[src/rtl/store_buffer.sv]
// Circular store buffer between MEM and the D-cache: holds stores until the ROB
// commits them, drains committed stores in order, and forwards data to loads.
`ifndef WORD_SIZE
`define WORD_SIZE 32
`endif
`ifndef ROB_ENTRY_WIDTH
`define ROB_ENTRY_WIDTH 4
`endif

module store_buffer #(
  parameter int N               = 4,
  parameter int WORD_SIZE       = `WORD_SIZE,
  parameter int ROB_ENTRY_WIDTH = `ROB_ENTRY_WIDTH
) (
  input  logic                       clk,
  input  logic                       rst,
  input  logic                       alloc_valid,
  input  logic [WORD_SIZE-1:0]       alloc_addr,
  input  logic [WORD_SIZE-1:0]       alloc_data,
  input  logic                       alloc_byte,
  input  logic [ROB_ENTRY_WIDTH-1:0] alloc_rob_id,
  output logic                       full,
  output logic                       empty,
  input  logic                       sb_store_permission,
  input  logic [ROB_ENTRY_WIDTH-1:0] sb_rob_id,
  input  logic                       flush,
  input  logic                       ld_valid,
  input  logic [WORD_SIZE-1:0]       ld_addr,
  input  logic                       ld_byte,
  output logic                       fwd_hit,
  output logic [WORD_SIZE-1:0]       fwd_data,
  output logic                       fwd_stall,
  output logic                       dc_req,
  output logic [WORD_SIZE-1:0]       dc_addr,
  output logic [WORD_SIZE-1:0]       dc_data,
  output logic                       dc_byte,
  input  logic                       dc_ack
);

  localparam int PTR_W = $clog2(N);
  localparam int CNT_W = PTR_W + 1;

  typedef enum logic [1:0] {
    ST_INVALID   = 2'd0,
    ST_PENDING   = 2'd1,
    ST_COMMITTED = 2'd2
  } ent_state_t;

  ent_state_t                 state_q [N];
  ent_state_t                 state_d [N];
  logic [WORD_SIZE-1:0]       addr_q  [N];
  logic [WORD_SIZE-1:0]       data_q  [N];
  logic                       byte_q  [N];
  logic [ROB_ENTRY_WIDTH-1:0] rob_q   [N];

  logic [PTR_W-1:0] head_q, head_d, tail_q, tail_d;
  logic [CNT_W-1:0] count_q, count_d, n_comm;
  logic             pop, alloc_fire, perm_done;

  assign full       = (count_q == CNT_W'(N));
  assign empty      = (count_q == '0);
  assign dc_req     = (state_q[head_q] == ST_COMMITTED);
  assign dc_addr    = addr_q[head_q];
  assign dc_data    = data_q[head_q];
  assign dc_byte    = byte_q[head_q];
  assign pop        = dc_req && dc_ack;
  assign alloc_fire = alloc_valid && !full && !flush;

  // Next entry state: permission first, then flush or alloc, with pop always honoured
  always_comb begin
    state_d   = state_q;
    head_d    = head_q;
    tail_d    = tail_q;
    count_d   = count_q;
    n_comm    = '0;
    perm_done = 1'b0;
    for (int i = 0; i < N; i++) begin
      if (sb_store_permission && !perm_done && state_q[i] == ST_PENDING &&
          rob_q[i] == sb_rob_id) begin
        state_d[i] = ST_COMMITTED;
        perm_done  = 1'b1;
      end
    end
    for (int i = 0; i < N; i++) begin
      if (state_d[i] == ST_COMMITTED) n_comm = n_comm + CNT_W'(1);
    end
    if (flush) begin
      for (int i = 0; i < N; i++) begin
        if (state_d[i] == ST_PENDING) state_d[i] = ST_INVALID;
      end
      tail_d  = head_q + n_comm[PTR_W-1:0];
      count_d = n_comm - CNT_W'(pop);
    end else begin
      if (alloc_fire) begin
        state_d[tail_q] = ST_PENDING;
        tail_d          = tail_q + PTR_W'(1);
      end
      count_d = count_q + CNT_W'(alloc_fire) - CNT_W'(pop);
    end
    if (pop) begin
      state_d[head_q] = ST_INVALID;
      head_d          = head_q + PTR_W'(1);
    end
  end

  always_ff @(posedge clk) begin
    if (rst) begin
      state_q <= '{default: ST_INVALID};
      head_q  <= '0;
      tail_q  <= '0;
      count_q <= '0;
    end else begin
      state_q <= state_d;
      head_q  <= head_d;
      tail_q  <= tail_d;
      count_q <= count_d;
    end
  end

  // Payload storage carries no reset; validity lives entirely in state_q
  always_ff @(posedge clk) begin
    if (alloc_fire) begin
      addr_q[tail_q] <= alloc_addr;
      data_q[tail_q] <= alloc_data;
      byte_q[tail_q] <= alloc_byte;
      rob_q[tail_q]  <= alloc_rob_id;
    end
  end

  logic [3:0]       ld_mask, st_mask;
  logic [PTR_W-1:0] idx;
  logic [7:0]       sel_byte;
  logic             found;

  // Youngest-first scan: the first entry touching any load byte decides the result
  always_comb begin
    fwd_hit   = 1'b0;
    fwd_stall = 1'b0;
    fwd_data  = '0;
    found     = 1'b0;
    idx       = '0;
    st_mask   = '0;
    sel_byte  = '0;
    ld_mask   = ld_byte ? (4'b0001 << ld_addr[1:0]) : 4'b1111;
    for (int i = N - 1; i >= 0; i--) begin
      idx     = head_q + i[PTR_W-1:0];
      st_mask = byte_q[idx] ? (4'b0001 << addr_q[idx][1:0]) : 4'b1111;
      if (ld_valid && !found && state_q[idx] != ST_INVALID &&
          addr_q[idx][WORD_SIZE-1:2] == ld_addr[WORD_SIZE-1:2] &&
          |(st_mask & ld_mask)) begin
        found = 1'b1;
        if ((st_mask & ld_mask) == ld_mask) begin
          fwd_hit = 1'b1;
          if (ld_byte) begin
            sel_byte = byte_q[idx] ? data_q[idx][7:0]
                                   : data_q[idx][{ld_addr[1:0], 3'b000} +: 8];
            fwd_data = WORD_SIZE'(sel_byte);
          end else begin
            fwd_data = data_q[idx];
          end
        end else begin
          fwd_stall = 1'b1;
        end
      end
    end
  end

endmodule

[config.mk]
export PLATFORM = sky130hd
export DESIGN_NAME = store_buffer
export DESIGN_NICKNAME = d
export VERILOG_FILES = /design/src/rtl/store_buffer.sv
export SDC_FILE = /design/constraint.sdc
export NUM_CORES = 1
export LEC_CHECK = 0
export CORE_MARGIN = 1.5
export CORE_UTILIZATION = 59
export DETAILED_ROUTE_END_ITERATION = 8
export HOLD_SLACK_MARGIN = 0.12
export PLACE_DENSITY_LB_ADDON = 0.1
export SETUP_SLACK_MARGIN = 0.3
export SYNTH_ARGS = -nofsm -noshare
export SYNTH_HDL_FRONTEND = slang
export SYNTH_SLANG_ARGS = --single-unit
export TNS_END_PERCENT = 5
[constraint.sdc]
create_clock -name clk -period 7.55 [get_ports clk]
set_input_delay 1.1325 -clock clk [delete_from_list [all_inputs] [get_ports clk]]
set_output_delay 1.1325 -clock clk [all_outputs]
set_load 0.05 [all_outputs]
==> key figures <==
Critical path
  • Critical path's top delay family: buffers and inverters
  • Crit-path slowest cell: a21oi_1
  • WP data arrival: 5.98 ns
  • CP peak stage delay: 0.80 ns
  • Critical-path cell list: inv_1 -> ha_4 -> buf_4 -> buf_4 -> nor3_1 -> a21oi_1 -> nor3_1 -> a21oi_1 -> nand3_1 -> o221ai_1 -> buf_12
  • Worst path bufs/invs: 4
  • Top fanout value on the critical path: 86
  • Critical path type: flip-flop to output pin
  • Critical path launch point type: flip-flop
  • Worst Setup End Kind: output pin
  • CP required: 6.42 ns

CTS
  • Buffer type at the clock tree root: clkbuf_16
  • CTS H-tree lvls: 2
  • Worst-skew pair later-pin latency: 0.56 ns
  • Max Root-Sink Buffers: 3
  • Cts bufs inserted: 35
  • Hold-fix buffers at CTS: 0
  • Clock slew at reported path FFs: 0.06 ns
  • Sink Count: 293
  • CTS tree: built

Placed design
  • Final GP Congestion: 0.9748
  • Count of input and output buffers: 214
  • Detailed placement HPWL: 44.27 mm
  • Placed cells: 2236

Global routing
  • Largest net degree at the start of global routing: 87
  • Initial antenna violation count: 1
  • Grt total ovfl: 0
  • Vias in the first global route: 15913
  • Gr usage total: 0.3535
  • First-pass GRT wire length: 97.05 mm

Logic synthesis
  • Synth cell types: 81
  • Avg Inst Size Synth: 12.42 um^2
  • Number of flops mapped to enable cells by yosys: 276
  • Yosys reg bits: 293
  • Sequential cell area fraction in the yosys report: 0.4085
  • XOR/XNOR Fraction of Synth Area: 0.06261
  • Mapped Nets: 1831
  • Top FF cell, synth: edfxtp_1
  • Adder-Cell Fraction of Synth Area: 0.01042
  • Compound-Gate Fraction of Synth Area: 0.1242
  • Post-synthesis mux area share: 0.2703
  • Mapped Cells: 1701
  • Largest family of logic cells by synthesized area: multiplexers
  • Post-synth ARST share: 0
  • Yosys warning count: 0
  • Syn Std Cell Area: 21120 um^2
  • Simple-gate area share of the yosys netlist: 0.07789

Die
  • Core Footprint: 35400 um^2
  • Num ports: 215
  • Chip width: 192.2 um
  • Die area: 36950 um^2
  • Starting density of the core: 0.5968
  • Row cnt: 69
  • Die height: 192.2 um

Cells and area
  • Diodes inserted: 0
  • Post-Route Utilization: 0.6884
  • Final #Nets: 1942
  • Filler-free cell count of the finished design: 2295
  • Most frequent cells in the layout: edfxtp_1 (276), clkdlybuf4s50_1 (179), mux4_2 (157)
  • Synth-to-Final Area Change: 15.36%
  • Most common cell after layout, fill and taps aside: edfxtp_1
  • Share of post-route cells with drive strength above 1: 0.1952

Pwr
  • Sw power: 0.0009900 W
  • Pwr Density: 162.7 nW/um^2
  • Lkg Pwr: 7.716 nW
  • Cell Int Power: 0.002975 W
  • Clock power frac: 0.412
  • Switching Share: 0.2497
  • Power Total: 0.003965 W
  • Combinational power share: 0.123
  • Maximum VDD drop: 0.2426 mV
  • Sequential share of power: 0.465

Routing
  • Drt first pass iters: 6
  • WL final: 64.56 mm
  • Via density: 7.186
  • Violation count after the first detailed-route iteration: 1550
  • Via Count: 16492
  • Remaining antenna violation count: 0
  • DRC viols: 0
  • Average wire per standard cell: 28.13 um

STA
  • Fin crit period: 7.117 ns
  • Final Hold Viols: 0
  • # setup viols final: 0
  • FMAX: 140.5 MHz
  • Final Max Slew Viols: 0
  • Fin crit share: 0.9426
  • Setup TNS: 0 ns
  • Layout Skew: 0.01714 ns
  • Worst Tran Pin Value: 1.173 ns
  • RSZ-0062 raised after global routing: true
  • Slew HR: 0.2179

Worst hold path
  • Hold WC Path Type: flip-flop to flip-flop

Run status
  • Status: completed

Job
  • Max-cap violations: 0
[through the flow]
stage                     setup WS [ns]  hold WS [ns]  cell area (um^2)
after floorplan                   1.136        0.4847             21120
after global placement            1.262        0.5273             23280
final                            0.4335        0.5569             24370
after CTS                        0.5092        0.5493             24360
after global routing             0.2132        0.5703             24370
after detailed placement          1.115        0.5335             23280
[flip-flops by register name, indices dropped and copies added (netlist names), named ones only]
signal   cells
byte_q       4
data_q     128
tail_q       2
count_q      3
state_q      8
addr_q     128
rob_q       16
head_q       2
[logic make-up (layout without fill, tap and decap cells)]
| family | count (synthesis) | in the layout |
|---|---|---|
| multiplexers | 358 | 358 |
| adder cells (fa/ha/maj) | 17 | 17 |
| AO/OA/AOI/OAI | 341 | 341 |
| buffers and inverters | 207 | 340 |
| flip-flops | 293 | 293 |
| AND/OR/NAND/NOR | 334 | 334 |
| XOR/XNOR | 151 | 151 |
[worst min-delay path, delay by kind of cell, from the launching register on]
kind	cells	cell delay [ns]
flops	1	0.36
simple gates	1	0.08
compound gates	1	0.07
[cell usage after synthesis, drive strengths merged (33+ instances only)]
| master | instances | share of area |
|---|---|---|
| a21oi | 45 | 0.011 |
| clkbuf | 96 | 0.017 |
| mux2 | 62 | 0.033 |
| a41o | 33 | 0.016 |
| buf | 73 | 0.022 |
| xnor2 | 123 | 0.051 |
| nand3 | 68 | 0.016 |
| o21ai | 50 | 0.012 |
| mux2i | 134 | 0.064 |
| o221ai | 35 | 0.015 |
| nand2 | 86 | 0.015 |
| mux4 | 162 | 0.17 |
| a41oi | 34 | 0.014 |
| nor2 | 71 | 0.013 |
| inv | 37 | 0.0066 |
| edfxtp | 276 | 0.39 |
[layout make-up]
cell class	count	area, um^2
Multi-Input combinational cell	1201	11570
Sequential cell	293	8643
Tap cell	461	576.8
Inverter	38	146.4
Clock buffer	45	923.4
Clock inverter	14	155.1
Timing Repair Buffer	243	2357
Fill cell	2585	11030
[routing by layer]
metal | vias to the layer above | wire (um) | GRT usage
li1 | 7080 | - | -
met5 | - | 13 | 0
met4 | 2 | 3362 | 0.1771
met2 | 1018 | 30730 | 0.5699
met3 | 175 | 6196 | 0.05756
met1 | 8217 | 24250 | 0.4650
[power groups by stage]
stage	Combinational (W)	Sequential [W]	Clock (W)
6_report	0.000487	0.00184	0.00164
5_1_grt	0.000508	0.00185	0.00171
4_1_cts	0.000480	0.00184	0.00165
3_5_place_dp	0.000477	0.00188	0
3_3_place_gp	0.000475	0.00187	0
2_1_floorplan	0.000282	0.00187	0
[worst paths after layout]
check             slack (ns)  cells past startpoint       start     endpoint
hold / removal          0.56                      2  state_q[0]   state_q[0]
hold reg to reg         0.56                      2  state_q[0]   state_q[0]
setup reg to reg        3.22                     13   head_q[1]   count_q[2]
setup / recovery        0.43                     11   head_q[1]  fwd_data[1]
[repair_timing]
action | in CTS | in global routing
buffers inserted | 0 | 0
resized for setup | 0 | 1
endpoints found under the setup margin | 0 | 30
Note: power is estimated with default switching activity, not from simulation.
